[src/rtl/mult_pkg.sv]
// rtl/mult_pkg.sv - shared types and defaults for the multiplier scheduler
// Contents:
//   WIDTH_DEF / FBITS_DEF  default magnitude width and fraction bits
//   state_e                scheduler states IDLE, START, BUSY, DONE
//   timeout_default()      default watchdog limit for a given magnitude width
//   operand_t              sign + magnitude view of a default-width operand
package mult_pkg;

  localparam int WIDTH_DEF = 15;
  localparam int FBITS_DEF = 10;

  typedef enum logic [1:0] {
    IDLE  = 2'd0,
    START = 2'd1,
    BUSY  = 2'd2,
    DONE  = 2'd3
  } state_e;

  // A healthy multiplier finishes in about WIDTH+2 cycles; twice that plus
  // margin leaves room for slower implementations before declaring a hang.
  function automatic int timeout_default(input int width);
    return 2 * width + 8;
  endfunction

  typedef struct packed {
    logic                 sign;
    logic [WIDTH_DEF-1:0] mag;
  } operand_t;

endpackage

[src/rtl/rr_arbiter.sv]
// rtl/rr_arbiter.sv - combinational round-robin arbiter
// Ports:
//   req_i    request vector
//   ptr_i    index with highest priority this round
//   grant_o  one-hot grant, zero when no request
//   any_o    at least one request is pending
module rr_arbiter #(
  parameter  int NREQ = 4,
  localparam int PW   = $clog2(NREQ)
) (
  input  logic [NREQ-1:0] req_i,
  input  logic [PW-1:0]   ptr_i,
  output logic [NREQ-1:0] grant_o,
  output logic            any_o
);

  localparam logic [NREQ-1:0] ONE = NREQ'(1);

  logic [2*NREQ-1:0] req_dbl;
  logic [2*NREQ-1:0] gnt_dbl;
  logic [NREQ-1:0]   req_rot;
  logic [NREQ-1:0]   gnt_rot;

  always_comb begin
    // Rotate so the pointer position lands on bit 0, pick the lowest set
    // bit, then rotate the one-hot result back to requester numbering.
    req_dbl = {req_i, req_i} >> ptr_i;
    req_rot = req_dbl[NREQ-1:0];
    gnt_rot = req_rot & (~req_rot + ONE);
    gnt_dbl = {gnt_rot, gnt_rot} << ptr_i;
    grant_o = gnt_dbl[2*NREQ-1:NREQ];
    any_o   = |req_i;
  end

endmodule

[src/rtl/mult_scheduler.sv]
// rtl/mult_scheduler.sv - round-robin sharing of one sequential multiplier
// Ports:
//   clk_i, Reset_i              clock, asynchronous active-high reset
//   req_i                       level request per requester, held until done
//   in1_i, in2_i                flattened operands, requester k at [k*(WIDTH+1) +: WIDTH+1]
//   result_o                    shared result, valid while any done_o bit is high
//   done_o                      one-cycle completion pulse for the served requester
//   grant_o                     one-hot owner of the multiplier, zero when idle
//   error_o                     sticky multiplier timeout flag
//   mult_en_o, mult_in1_o/2_o   enable and operands towards the multiplier
//   mult_out_i, mult_finish_i   result and finish handshake from the multiplier
module mult_scheduler
  import mult_pkg::*;
#(
  parameter int WIDTH   = WIDTH_DEF,
  parameter int FBITS   = FBITS_DEF,
  parameter int NREQ    = 4,
  parameter int TIMEOUT = timeout_default(WIDTH)
) (
  input  logic                      clk_i,
  input  logic                      Reset_i,
  input  logic [NREQ-1:0]           req_i,
  input  logic [NREQ*(WIDTH+1)-1:0] in1_i,
  input  logic [NREQ*(WIDTH+1)-1:0] in2_i,
  output logic [WIDTH:0]            result_o,
  output logic [NREQ-1:0]           done_o,
  output logic [NREQ-1:0]           grant_o,
  output logic                      error_o,
  output logic                      mult_en_o,
  output logic [WIDTH:0]            mult_in1_o,
  output logic [WIDTH:0]            mult_in2_o,
  input  logic [WIDTH:0]            mult_out_i,
  input  logic                      mult_finish_i
);

  localparam int OW  = WIDTH + 1;
  localparam int PW  = $clog2(NREQ);
  localparam int WDW = $clog2(TIMEOUT + 1);

  if (NREQ < 2 || NREQ > 8) begin : g_bad_nreq
    $error("mult_scheduler: NREQ must be within 2..8");
  end
  if (FBITS < 0 || FBITS > WIDTH) begin : g_bad_fbits
    $error("mult_scheduler: FBITS must be within 0..WIDTH");
  end

  state_e          state_q, state_d;
  logic [PW-1:0]   ptr_q, ptr_d;
  logic [WDW-1:0]  wd_q, wd_d;
  logic [OW-1:0]   op1_q, op1_d;
  logic [OW-1:0]   op2_q, op2_d;
  logic [OW-1:0]   result_q, result_d;
  logic [NREQ-1:0] done_q, done_d;
  logic [NREQ-1:0] grant_q, grant_d;
  logic            en_q, en_d;
  logic            error_q, error_d;

  logic [NREQ-1:0] arb_grant;
  logic            arb_any;
  logic [PW-1:0]   win_idx;
  logic [OW-1:0]   op1_sel;
  logic [OW-1:0]   op2_sel;

  rr_arbiter #(
    .NREQ (NREQ)
  ) u_arb (
    .req_i   (req_i),
    .ptr_i   (ptr_q),
    .grant_o (arb_grant),
    .any_o   (arb_any)
  );

  // Winner index and its operands, selected from the one-hot grant.
  always_comb begin
    win_idx = '0;
    op1_sel = '0;
    op2_sel = '0;
    for (int k = 0; k < NREQ; k++) begin
      if (arb_grant[k]) begin
        win_idx = PW'(k);
        op1_sel = in1_i[k*OW +: OW];
        op2_sel = in2_i[k*OW +: OW];
      end
    end
  end

  always_comb begin
    state_d  = state_q;
    ptr_d    = ptr_q;
    wd_d     = wd_q;
    op1_d    = op1_q;
    op2_d    = op2_q;
    result_d = result_q;
    done_d   = '0;
    grant_d  = grant_q;
    en_d     = 1'b0;
    error_d  = error_q;

    case (state_q)
      IDLE: begin
        if (arb_any) begin
          op1_d   = op1_sel;
          op2_d   = op2_sel;
          grant_d = arb_grant;
          ptr_d   = (win_idx == PW'(NREQ - 1)) ? '0 : win_idx + PW'(1);
          en_d    = 1'b1;   // enable is registered, so it is high during START
          state_d = START;
        end
      end

      START: begin
        wd_d    = '0;
        state_d = BUSY;
      end

      BUSY: begin
        if (mult_finish_i) begin
          result_d = mult_out_i;
          done_d   = grant_q;
          state_d  = DONE;
        end else if (wd_q == WDW'(TIMEOUT - 1)) begin
          // This is the TIMEOUT-th BUSY cycle without a finish.
          error_d  = 1'b1;
          result_d = '0;
          done_d   = grant_q;
          state_d  = DONE;
        end else begin
          wd_d = wd_q + WDW'(1);
        end
      end

      DONE: begin
        grant_d = '0;
        state_d = IDLE;
      end

      default: begin
        state_d = IDLE;
      end
    endcase
  end

  always_ff @(posedge clk_i or posedge Reset_i) begin
    if (Reset_i) begin
      state_q  <= IDLE;
      ptr_q    <= '0;
      wd_q     <= '0;
      op1_q    <= '0;
      op2_q    <= '0;
      result_q <= '0;
      done_q   <= '0;
      grant_q  <= '0;
      en_q     <= 1'b0;
      error_q  <= 1'b0;
    end else begin
      state_q  <= state_d;
      ptr_q    <= ptr_d;
      wd_q     <= wd_d;
      op1_q    <= op1_d;
      op2_q    <= op2_d;
      result_q <= result_d;
      done_q   <= done_d;
      grant_q  <= grant_d;
      en_q     <= en_d;
      error_q  <= error_d;
    end
  end

  assign result_o   = result_q;
  assign done_o     = done_q;
  assign grant_o    = grant_q;
  assign error_o    = error_q;
  assign mult_en_o  = en_q;
  assign mult_in1_o = op1_q;
  assign mult_in2_o = op2_q;

endmodule

[config.mk]
export PLATFORM = sky130hd
export DESIGN_NAME = mult_scheduler
export DESIGN_NICKNAME = d
export VERILOG_FILES = /design/src/rtl/mult_pkg.sv /design/src/rtl/rr_arbiter.sv /design/src/rtl/mult_scheduler.sv
export SDC_FILE = /design/constraint.sdc
export NUM_CORES = 1
export LEC_CHECK = 0
export ABC_AREA = 1
export CELL_PAD_IN_SITES_DETAIL_PLACEMENT = 1
export CELL_PAD_IN_SITES_GLOBAL_PLACEMENT = 1
export CORE_MARGIN = 4
export CORE_UTILIZATION = 31
export DETAILED_ROUTE_END_ITERATION = 16
export PLACE_DENSITY_LB_ADDON = 0.08
export SYNTH_ARGS = -nofsm -noshare
export SYNTH_HDL_FRONTEND = slang
export SYNTH_SLANG_ARGS = --single-unit
[constraint.sdc]
create_clock -name clk_i -period 2.9 [get_ports clk_i]
set_input_delay 0.29 -clock clk_i [delete_from_list [all_inputs] [get_ports clk_i]]
set_output_delay 0.29 -clock clk_i [all_outputs]
set_load 0.005 [all_outputs]
==> metrics.md <==
| Metric | Value |
|---|---|
| Starting Density | `0.320` |
| First DRT Iteration DRCs | `312` |
| Wire length per cell | `18.0 microns` |
| Drt pass-1 iters | `4` |
| Final setup TNS | `0 ns` |
| Nets@finish | `~990` |
| Worst Reg-to-Reg Cells | `11` |
| Via count | `5056` |
| Crit start category | `register` |
| Root Driver | `clkbuf_16` |
| IO Pins | `209` |
| Leak pwr | `0.00349 uW` |
| CTS resizes | `0` |
| CTS max path bufs | `2` |
| Final Hold Viols | `0` |
| Grt total ovfl | `0` |
| First-pass GRT wire length | `29.8 mm` |
| Synth top area cells | `dfrtp_1 (38%), nand2_1 (18%), nand3_1 (14%)` |
| Number of flops mapped to enable cells by yosys | `0` |
| CTS sink cnt | `68` |
| GPL Wtd Cong | `~0.81` |
| H-tree depth | `3` |
| Post-route antenna net violation count | `0` |
| Total wire length | `approximately 18 mm` |
| Area share of the largest cell type after synthesis | `0.381` |
| Die height | `128 microns` |
| Crit path from | `ptr_q[0]$_DFFE_PP0P_` |
| Yosys warning count | `0` |
| Final min period | `2.42 ns` |
| Maximum VDD drop | `approximately 0.5 mV` |
| CTS Buf Count | `9` |
| Synth area leader | `dfrtp_1` |
| Fill cell count | `1778` |
| Min-delay worst type | `primary input to async pin` |
| Worst Path Arrival | `2.65 ns` |
| Post-synth top cells | `nand2_1 (220), nand3_1 (129), dfrtp_1 (68), inv_1 (56)` |
| Initial antenna violation count | `0` |
| Syn Area/Cell | `7.00 sq um` |
| Worst reg-to-reg setup slack | `0.48 ns` |
| Power Density | `1090 nW/um^2` |
| Fin. max-slew vios | `0` |
| CTS clk-pin slew, worst paths | `0.06 ns` |
| Worst-Skew Late Latency | `0.34 ns` |
| Rel. slew slack | `0.364` |
| WS Path Type | `register to register` |
| RSZ-0062 raised after global routing | `no` |
| Synth Instances | `639` |
| F_max | `around 0.41 GHz` |
| Share of layout cells above drive strength 1 | `0.0656` |
| Dpl hpwl | `around 14 mm` |
| Post-CTS Setup Inserts | `0` |
| Area grow syn2layout | `56.4%` |
| PortBufs | `208` |
| Share of the yosys chip area belonging to registers | `0.381` |
| Vias per inst | `4.96` |
| Vias in the first global route | `5555` |
| Final setup fails | `0` |
| Crit end category | `register` |
| Storage element area | `1700 sq um` |
| Most numerous cell in the Yosys netlist | `nand2_1` |
| #FFs+latches synth | `68` |
| Hold_ws | `0.350 ns` |
| Die ar. | `roughly 16000 sq um` |
| Max_cap viols | `0` |
| Core area | `between 10000 and 15000 sq um` |
| Worst-margin pin slew | `0.945 ns` |
| Synth cell types | `28` |
| Syn Nets | `around 800` |
| Synth Flop Type | `dfrtp_1` |
| CTS tree | `done` |
| Final period util | `0.835` |
| RR Endpoint | `mult_in2_o[8]$_DFFE_PP0P_` |
| Drt drc | `0` |
| Post-synth ARST share | `1.00` |
| Die width | `128 microns` |
| CP max FO | `34` |
| Ant diodes | `0` |
| Req. time, crit path | `3.12 ns` |
| Worst Clk Skew | `0.00911 ns` |
| Multi-input combinational cell area | `2290 sq um` |
| Crit Reg-Reg Startpoint | `ptr_q[0]$_DFFE_PP0P_` |
| Status | `finished clean` |
| Pin count of the biggest net entering global routing | `69` |
| CTS Hold Bufs | `0` |
| All-Layer GR Usage | `0.229` |
| Synthesized area | `4470 sq um` |
| Core Rows | `43` |
==> logic make-up after synthesis <==
| family | Yosys count | share of synthesized area |
|---|---|---|
| buffers and inverters | 101 | 0.108 |
| DFF | 68 | 0.381 |
| AOI/OAI and AO/OA | 47 | 0.0551 |
| adders and majority gates | 7 | 0.0196 |
| and+or+nand+nor | 413 | 0.431 |
| xor gates and xnor gates | 3 | 0.00588 |
==> layer usage <==
layer / wire length (microns) / up-vias / share of wire / GRT usage
met3: 883 / 28 / 0.048 / 0.0446
met1: 8520 / 2440 / 0.46 / 0.310
met4: 416 / 0 / 0.023 / 0.0730
met2: 8550 / 138 / 0.47 / 0.368
li1: - / 2450 / - / -
met5: 0 / - / 0 / 0
==> how the worst max path moves through the flow <==
| stage | slack, ns | to | depth (start not counted) |
|---|---|---|---|
| finish | 0.48 | mult_in2_o[8]$_DFFE_PP0P_ | 11 |
| global route | 0.23 | mult_in2_o[2]$_DFFE_PP0P_ | 11 |
| CTS | 0.49 | mult_in1_o[4]$_DFFE_PP0P_ | 13 |
| detailed placement | 0.31 | mult_in1_o[4]$_DFFE_PP0P_ | 13 |
| global placement | 0.40 | grant_o[0]$_DFFE_PP0P_ | 7 |
| floorplan | 0.90 | done_o[0]$_DFF_PP0_ | 1 |
==> metrics by stage <==
step	util	std cells	worst slack [ns]	area, sq um	power [uW]
floorplan	-	639	0.898	4470	4610
finish	0.500	1019	0.478	6990	7590
detailed placement	0.480	1003	0.305	6710	6580
global placement	0.480	1003	0.398	6710	6390
CTS	0.500	1019	0.489	6990	7680
global route	0.500	1019	0.230	6990	8310
==> cell type report <==
| cell class | instances | share of cell area |
|---|---|---|
| clock inverters | 6 | 0.00573 |
| well taps | 180 | 0.0322 |
| flip-flops and latches | 68 | 0.243 |
| repair buffers | 226 | 0.324 |
| inverters | 59 | 0.0324 |
| multi-input cells | 470 | 0.328 |
| clock buffers | 10 | 0.0342 |
==> registers in the layout, indices dropped and copies added, names as in the netlist <==
register    cells
state_q         2
ptr_q           2
error_o         1
mult_in2_o     16
result_o       16
mult_en_o       1
grant_o         4
wd_q            6
done_o          4
mult_in1_o     16
==> where the power goes <==
group          internal [uW]  leakage [uW]  switching [uW]
Sequential              1370      0.000855             300
Clock                    600      0.000138             442
Combinational           1970       0.00250            2910
Total                   3940       0.00349            3650
==> cells in the final DEF, fill, tap and decap left out, types with 3 or more instances in the layout <==
master,Yosys,layout
o21ai_1,32,32
inv_1,56,55
nand3_2,6,6
clkinv_2,0,3
nor2_1,12,11
o22ai_1,6,6
dfrtp_1,68,68
nand2_2,6,6
nand3b_1,32,32
nand2_1,220,220
clkdlybuf4s50_1,0,208
buf_12,0,4
buf_4,7,14
o21ai_0,6,6
xor2_1,3,3
clkbuf_16,0,9
ha_1,7,7
nand3_1,129,129
==> critical path, cell delays in order (launching register included) <==
cell and delay [ns]:
dfrtp_1 0.60, inv_4 0.13, nand2_1 0.13, nand3_1 0.07, nand2_1 0.11, inv_1 0.06
nand4_1 0.16, nand3_4 0.26, nand2_4 0.44, nand2_1 0.11, o21ai_1 0.16, nand2_1 0.06
Power figures use the tool's default switching activity.
